## src/rtl/sevenseg_pkg.sv

```systemverilog
// Shared definitions for seven-segment bus capture: glyph table, decode helper,
// FSM state encoding and a one-hot index helper.
package sevenseg_pkg;

   // Active-low segment patterns, bit order {g,f,e,d,c,b,a}
   localparam logic [6:0] GLYPH_0 = 7'h40;
   localparam logic [6:0] GLYPH_1 = 7'h79;
   localparam logic [6:0] GLYPH_2 = 7'h24;
   localparam logic [6:0] GLYPH_3 = 7'h30;
   localparam logic [6:0] GLYPH_4 = 7'h19;
   localparam logic [6:0] GLYPH_5 = 7'h12;
   localparam logic [6:0] GLYPH_6 = 7'h02;
   localparam logic [6:0] GLYPH_7 = 7'h78;
   localparam logic [6:0] GLYPH_8 = 7'h00;
   localparam logic [6:0] GLYPH_9 = 7'h10;
   localparam logic [6:0] GLYPH_A = 7'h08;
   localparam logic [6:0] GLYPH_B = 7'h03;
   localparam logic [6:0] GLYPH_C = 7'h46;
   localparam logic [6:0] GLYPH_D = 7'h21;
   localparam logic [6:0] GLYPH_E = 7'h06;
   localparam logic [6:0] GLYPH_F = 7'h0E;
   localparam logic [6:0] SEG_BLANK = 7'h7F;

   typedef struct packed {
      logic [3:0] code;
      logic       legal;
      logic       blank;
   } glyph_t;

   typedef enum logic [1:0] {
      ST_IDLE   = 2'd0,
      ST_SETTLE = 2'd1,
      ST_HELD   = 2'd2
   } state_t;

   function automatic glyph_t glyph_lookup(input logic [6:0] seg);
      glyph_t g;
      g.code  = 4'h0;
      g.legal = 1'b1;
      g.blank = 1'b0;
      case (seg)
         GLYPH_0: g.code = 4'h0;
         GLYPH_1: g.code = 4'h1;
         GLYPH_2: g.code = 4'h2;
         GLYPH_3: g.code = 4'h3;
         GLYPH_4: g.code = 4'h4;
         GLYPH_5: g.code = 4'h5;
         GLYPH_6: g.code = 4'h6;
         GLYPH_7: g.code = 4'h7;
         GLYPH_8: g.code = 4'h8;
         GLYPH_9: g.code = 4'h9;
         GLYPH_A: g.code = 4'hA;
         GLYPH_B: g.code = 4'hB;
         GLYPH_C: g.code = 4'hC;
         GLYPH_D: g.code = 4'hD;
         GLYPH_E: g.code = 4'hE;
         GLYPH_F: g.code = 4'hF;
         SEG_BLANK: begin
            g.legal = 1'b0;
            g.blank = 1'b1;
         end
         default: g.legal = 1'b0;
      endcase
      return g;
   endfunction

   // Index of the highest set bit; only meaningful when exactly one bit is set
   function automatic logic [2:0] onehot_index(input logic [7:0] v);
      logic [2:0] idx;
      idx = 3'd0;
      for (int i = 0; i < 8; i++) begin
         if (v[i]) idx = 3'(i);
      end
      return idx;
   endfunction

endpackage

```

## src/rtl/sevenseg_scan_capture_if.sv

```systemverilog
// Display bus plus recovered-digit outputs; master is the display side / observer,
// slave is the capture block.
interface sevenseg_scan_capture_if #(
   parameter int NUM_DIGITS = 2
);
   logic [7:0]              anodes;
   logic [6:0]              cathodes;
   logic [4*NUM_DIGITS-1:0] digits;
   logic [NUM_DIGITS-1:0]   digit_valid;
   logic                    update;
   logic                    decode_error;
   logic                    scan_timeout;

   modport master (
      output anodes, cathodes,
      input  digits, digit_valid, update, decode_error, scan_timeout
   );

   modport slave (
      input  anodes, cathodes,
      output digits, digit_valid, update, decode_error, scan_timeout
   );
endinterface

```

## src/rtl/sevenseg_glyph_decode.sv

```systemverilog
// Combinational active-low segment pattern to hex code decoder with blank and
// legal flags; reusable by other display checkers.
module sevenseg_glyph_decode
   import sevenseg_pkg::*;
(
   input  logic [6:0] cathodes,
   output logic [3:0] code,
   output logic       is_blank,
   output logic       is_legal
);
   glyph_t g;

   assign g        = glyph_lookup(cathodes);
   assign code     = g.code;
   assign is_blank = g.blank;
   assign is_legal = g.legal;
endmodule

```

## src/rtl/sevenseg_scan_capture.sv

```systemverilog
// Recovers per-position digit codes from an asynchronous multiplexed
// seven-segment bus once a qualified anode/cathode pair has been stable.
//
// state     | meaning
// ST_IDLE   | no single in-range anode active
// ST_SETTLE | qualified pair present, waiting for STABLE_CYCLES identical samples
// ST_HELD   | pair captured, waiting for it to change
module sevenseg_scan_capture
   import sevenseg_pkg::*;
#(
   parameter int NUM_DIGITS     = 2,
   parameter int STABLE_CYCLES  = 8,
   parameter int TIMEOUT_CYCLES = 50000
) (
   input  logic                    clk,
   input  logic                    reset,
   sevenseg_scan_capture_if.slave  bus
);
   localparam int SW = $clog2(STABLE_CYCLES + 1);
   localparam int TW = $clog2(TIMEOUT_CYCLES + 1);

   logic [7:0]              an_s1, an_s2;
   logic [6:0]              cat_s1, cat_s2;
   logic [14:0]             pair_prev;
   logic [SW-1:0]           stable_cnt, stable_next;
   logic                    pair_changed;
   logic [2:0]              sel_idx;
   logic                    qualified;
   logic                    capture;
   logic [3:0]              code;
   logic                    is_blank, is_legal;
   logic [3:0]              cur_code;
   logic                    cur_valid;
   logic                    cap_changed;

   state_t                  state;
   logic [4*NUM_DIGITS-1:0] digits_q;
   logic [NUM_DIGITS-1:0]   valid_q;
   logic                    upd_pend, err_pend;
   logic                    update_q, err_q, timeout_q;
   logic [TW-1:0]           tmo_cnt;

   // Bus idles high, so synchronizers and the previous pair reset to all ones
   always_ff @(posedge clk or posedge reset) begin
      if (reset) begin
         an_s1      <= '1;
         an_s2      <= '1;
         cat_s1     <= '1;
         cat_s2     <= '1;
         pair_prev  <= '1;
         stable_cnt <= '0;
      end else begin
         an_s1      <= bus.anodes;
         an_s2      <= an_s1;
         cat_s1     <= bus.cathodes;
         cat_s2     <= cat_s1;
         pair_prev  <= {an_s2, cat_s2};
         stable_cnt <= stable_next;
      end
   end

   assign pair_changed = ({an_s2, cat_s2} != pair_prev);

   always_comb begin
      stable_next = stable_cnt;
      if (pair_changed)
         stable_next = SW'(1);
      else if (stable_cnt != SW'(STABLE_CYCLES))
         stable_next = stable_cnt + 1'b1;
   end

   assign sel_idx   = onehot_index(~an_s2);
   assign qualified = $onehot(~an_s2) && ({29'd0, sel_idx} < NUM_DIGITS);
   assign capture   = (state == ST_SETTLE) && qualified &&
                      (stable_next == SW'(STABLE_CYCLES));

   sevenseg_glyph_decode u_decode (
      .cathodes (cat_s2),
      .code     (code),
      .is_blank (is_blank),
      .is_legal (is_legal)
   );

   always_comb begin
      cur_code  = '0;
      cur_valid = 1'b0;
      for (int i = 0; i < NUM_DIGITS; i++) begin
         if (sel_idx == 3'(i)) begin
            cur_code  = digits_q[4*i +: 4];
            cur_valid = valid_q[i];
         end
      end
   end

   // Blank or illegal patterns leave the stored code alone, so only validity can change
   assign cap_changed = (is_legal != cur_valid) || (is_legal && (code != cur_code));

   always_ff @(posedge clk or posedge reset) begin
      if (reset) begin
         state     <= ST_IDLE;
         digits_q  <= '0;
         valid_q   <= '0;
         upd_pend  <= 1'b0;
         err_pend  <= 1'b0;
         update_q  <= 1'b0;
         err_q     <= 1'b0;
         timeout_q <= 1'b0;
         tmo_cnt   <= '0;
      end else begin
         update_q <= upd_pend;
         err_q    <= err_pend;
         upd_pend <= 1'b0;
         err_pend <= 1'b0;

         case (state)
            ST_IDLE: begin
               if (qualified) state <= ST_SETTLE;
            end
            ST_SETTLE: begin
               if (!qualified)   state <= ST_IDLE;
               else if (capture) state <= ST_HELD;
            end
            ST_HELD: begin
               if (pair_changed) state <= qualified ? ST_SETTLE : ST_IDLE;
            end
            default: state <= ST_IDLE;
         endcase

         // A capture on the same edge as the timeout wins
         if (capture) begin
            tmo_cnt   <= '0;
            timeout_q <= 1'b0;
            upd_pend  <= cap_changed;
            err_pend  <= !is_legal && !is_blank;
            for (int i = 0; i < NUM_DIGITS; i++) begin
               if (sel_idx == 3'(i)) begin
                  valid_q[i] <= is_legal;
                  if (is_legal) digits_q[4*i +: 4] <= code;
               end
            end
         end else if (tmo_cnt != TW'(TIMEOUT_CYCLES)) begin
            tmo_cnt <= tmo_cnt + 1'b1;
            if (tmo_cnt == TW'(TIMEOUT_CYCLES - 1)) begin
               timeout_q <= 1'b1;
               valid_q   <= '0;
            end
         end
      end
   end

   assign bus.digits       = digits_q;
   assign bus.digit_valid  = valid_q;
   assign bus.update       = update_q;
   assign bus.decode_error = err_q;
   assign bus.scan_timeout = timeout_q;

endmodule
```

## src/flat_wrapper.sv

```systemverilog
// flat-port wrapper written by rule: the top's interface ports become plain ports
module sevenseg_scan_capture_flat import sevenseg_pkg::*;
#(
   parameter int NUM_DIGITS     = 2,
   parameter int STABLE_CYCLES  = 8,
   parameter int TIMEOUT_CYCLES = 50000
)
  (clk, reset, bus_anodes, bus_cathodes, bus_digits, bus_digit_valid, bus_update, bus_decode_error, bus_scan_timeout);
  sevenseg_scan_capture_if #(.NUM_DIGITS(NUM_DIGITS)) bus_i ();
  input  logic clk;
  input  logic reset;
  input wire logic [$bits(bus_i.anodes)-1:0] bus_anodes;
  input wire logic [$bits(bus_i.cathodes)-1:0] bus_cathodes;
  output wire logic [$bits(bus_i.digits)-1:0] bus_digits;
  output wire logic [$bits(bus_i.digit_valid)-1:0] bus_digit_valid;
  output wire logic [$bits(bus_i.update)-1:0] bus_update;
  output wire logic [$bits(bus_i.decode_error)-1:0] bus_decode_error;
  output wire logic [$bits(bus_i.scan_timeout)-1:0] bus_scan_timeout;
  assign bus_i.anodes = bus_anodes;
  assign bus_i.cathodes = bus_cathodes;
  assign bus_digits = bus_i.digits;
  assign bus_digit_valid = bus_i.digit_valid;
  assign bus_update = bus_i.update;
  assign bus_decode_error = bus_i.decode_error;
  assign bus_scan_timeout = bus_i.scan_timeout;
  sevenseg_scan_capture #(.NUM_DIGITS(NUM_DIGITS), .STABLE_CYCLES(STABLE_CYCLES), .TIMEOUT_CYCLES(TIMEOUT_CYCLES)) u_core (.clk(clk), .reset(reset), .bus(bus_i));
endmodule
```

## config.mk

```make
export PLATFORM = sky130hd
export DESIGN_NAME = sevenseg_scan_capture_flat
export DESIGN_NICKNAME = d
export VERILOG_FILES = /design/src/rtl/sevenseg_pkg.sv /design/src/rtl/sevenseg_scan_capture_if.sv /design/src/rtl/sevenseg_glyph_decode.sv /design/src/rtl/sevenseg_scan_capture.sv /design/src/flat_wrapper.sv
export SDC_FILE = /design/constraint.sdc
export NUM_CORES = 1
export LEC_CHECK = 0
export CORE_ASPECT_RATIO = 1.75
export CORE_UTILIZATION = 30
export DETAILED_ROUTE_END_ITERATION = 10
export GPL_ROUTABILITY_DRIVEN = 0
export SYNTH_ARGS = -nofsm -noshare
export SYNTH_HDL_FRONTEND = slang
export SYNTH_SLANG_ARGS = --single-unit
```

## constraint.sdc

```tcl
create_clock -name clk -period 8.8 [get_ports clk]
set_input_delay 1.76 -clock clk [delete_from_list [all_inputs] [get_ports clk]]
set_output_delay 1.76 -clock clk [all_outputs]
set_load 0.005 [all_outputs]
```

==> qor.csv <==
metric,value,unit
"FF+latch count, synth",82,
Final Critical Period,4.82,ns
Hold Crit Start,u_core.err_pend$_DFF_PP0_,
crit path kind,flop to flop,
worst skew pair latency,0.34,ns
fillers,1267,
Total GRT Usage,12.2,%
routed via count,2503,
nets,405,
Detail Placement HPWL,5340,um
Worst slew margin,49.0,%
Post-DRT Antenna Nets,0,
Post-synth top flop,dfstp_2,
status,finished clean,
clock root cell,clkbuf_16,
Async SR Flop Fraction,100,%
Hold/Removal Path Class,flop to flop,
most frequent cells after synthesis,"dfstp_2, dfrtp_1, nor2_1",
FF-to-FF setup slack,3.98,ns
# resized after CTS,0,
Post-Place Worst Slack,3.92,ns
CTS Hold Buffers Added,0,
initial antenna violation count,0,
number of remaining DRC errors,0,
Switching Fraction,21.5,%
Mapped Cells,345,
core area,12600,um2
Area Growth Syn to Fin,19.7,%
DRT iter0 DRCs,133,
dominant cells by area after synthesis,"dfstp_2, dfrtp_1, xnor2_1",
"Avg Cell Area, Syn",11.4,um2
setup TNS,0,ns
Max Root-Sink Buffers,2,
hold depth,0,
first drt pass iteration count,4,
Startpoint Class,flop,
DR WL/cell,13.3,um
vias per cell,4.59,
port buffer count,29,
n_diodes,0,
Post-synth EDFFs,0,
Hold EP,u_core.bus.decode_error$_DFF_PP0_,
global-route wire length before repair,12500,um
Fin. Hold Viols,0,
GR Util met1,13.3,%
Worst-Margin Slew,0.764,ns
post-synth net total,378,
sequential area share after synthesis,53.8,%
routed wire length,7270,um
data arrival time of the worst path,5.04,ns
Fmax,207,MHz
# rows,54,
Fin Clk Skew,0.00888,ns
RR Startpoint,u_core.an_s2[5]$_DFF_PP1_,
Clk pwr share,47.3,%
count of different cell masters after synthesis,59,
Starting Density,31.2,%
TritonCTS Buffers,9,
die height,153,um
clock sink total,82,
most common cell in the synthesized netlist,dfstp_2,
"Reg clk slew, reported paths",0.06,ns
Cell Pwr Density,187,nW/um2
reg2reg path depth,14,
proportion of layout cells with a drive suffix above 1,22.0,%
# IOs,30,
"area leader, netlist",dfstp_2,
Die X,88.4,um
busiest metal layer after global routing,met2,
met2 usage,20.9,%
vias in the first global route,2624,
reg2reg end,u_core.bus.digits[4]$_DFFE_PP0P_,
fin worst setup slack,3.98,ns
Synth top area share,30.2,%
combinational share of power,6.0,%
Synth Warn #,0,
CTS tree,built,
GR Overflow Total,0,
final setup vio count,0,
fin crit share,54.8,%
max-slew violations,0,
NetSw,0.188,mW
RSZ-0062 raised after global routing,false,
Non-Filler Instances,545,
P_leak,2.01,nW
sequential share of power,46.8,%
Hold WS,0.349,ns
crit path max fanout,14,
CTS H-tree depth,3,
GR Util met3,2.16,%
Required @ worst endpoint,9.02,ns
Worst setup EP type,flop,
post-CTS setup buffer count,0,
max cap viols,0,
internal power component,0.687,mW
placed cell count,529,
Peak VDD IR,0.000115,V
largest net degree at the start of global routing,63,
mapped cell area,3920,um2
DIE AREA,13500,um2
power groups by stage:
| stage | Combinational, mW | Sequential [mW] | Clock [mW] |
|---|---|---|---|
| after global placement | 0.0522 | 0.415 | 0 |
| after global routing | 0.0611 | 0.411 | 0.440 |
| final | 0.0523 | 0.409 | 0.414 |
| after detailed placement | 0.0543 | 0.416 | 0 |
| after floorplan | 0.0416 | 0.408 | 0 |
| after CTS | 0.0543 | 0.409 | 0.424 |
placed cells by master (no fill, tap or decap), drive strengths merged, types with 6 or more instances in the layout:
| cell | instances |
|---|---|
| dfstp | 45 |
| xor2 | 19 |
| a21oi | 6 |
| inv | 27 |
| xnor2 | 18 |
| clkdlybuf4s50 | 29 |
| nand3 | 17 |
| mux2 | 9 |
| nand4 | 6 |
| mux2i | 6 |
| nor4 | 6 |
| o21ai | 7 |
| and3 | 7 |
| ha | 12 |
| nand2 | 16 |
| nor3 | 8 |
| dfrtp | 37 |
| nor2 | 32 |
| clkbuf | 11 |
routing by layer:
metal	wire (um)	vias to the layer above
li1	-	1218
met1	2790	1212
met2	3950	52
met3	222	21
met4	308	0
met5	0	-
worst max-delay path, cell delays in order (launching register included):
cell and delay, ns:
dfstp_2 0.68, inv_1 0.07, ha_1 0.20, fa_1 0.50
inv_1 0.05, fa_1 0.53, inv_1 0.04, ha_1 0.19
fa_1 0.43, nor4b_1 0.24, nand3_1 0.17, nor3_1 0.20
nand4bb_1 0.41, or3b_1 0.64, mux2_4 0.34
metrics by stage:
stage	area [um2]	utilization, %	total power, mW
global route	4690	37.3	0.912
CTS	4690	37.3	0.888
detailed placement	4350	34.6	0.470
global placement	4350	34.6	0.467
floorplan	3920	-	0.450
finish	4690	37.3	0.875
registers in the layout, summed over array words and instances (netlist names):
register	flops
u_core.tmo_cnt	16
u_core.upd_pend	1
u_core.bus.digits	8
u_core.err_pend	1
u_core.an_s2	8
u_core.cat_s2	7
u_core.state	2
u_core.pair_prev	15
u_core.bus.scan_timeout	1
u_core.cat_s1	7
u_core.bus.digit_valid	2
u_core.bus.decode_error	1
u_core.stable_cnt	4
u_core.bus.update	1
u_core.an_s1	8
cell type report:
type / instances / area (um2) / area share [%]
Timing Repair Buffer: 30 / 298 / 6.35
Multi-Input combinational cell: 222 / 1630 / 34.8
Clock buffer: 11 / 253 / 5.39
Tap cell: 168 / 210 / 4.48
Clock inverter: 5 / 85.1 / 1.81
Sequential cell: 82 / 2110 / 45.0
Inverter: 27 / 103 / 2.19
cells by family after synthesis:
logic type,count (synthesis),synth area share [%]
AND/OR/NAND/NOR,122,17.0
adder cells (fa/ha/maj),16,5.88
buffers and inverters,41,4.50
AO/OA/AOI/OAI,32,5.82
multiplexers,15,4.50
flip-flops,82,53.8
XOR/XNOR,37,8.47
how the worst max path moves through the flow:
stage,slack [ns],to,from
finish,3.98,u_core.bus.digits[4]$_DFFE_PP0P_,u_core.an_s2[5]$_DFF_PP1_
global route,3.62,u_core.bus.digits[4]$_DFFE_PP0P_,u_core.an_s2[5]$_DFF_PP1_
CTS,3.93,u_core.bus.digits[4]$_DFFE_PP0P_,u_core.an_s2[5]$_DFF_PP1_
detailed placement,3.92,u_core.bus.digits[4]$_DFFE_PP0P_,u_core.an_s2[5]$_DFF_PP1_
global placement,4.04,u_core.bus.digits[5]$_DFFE_PP0P_,u_core.an_s2[5]$_DFF_PP1_
floorplan,4.31,u_core.bus.digits[4]$_DFFE_PP0P_,u_core.an_s2[5]$_DFF_PP1_
Power figures use the tool's default switching activity.
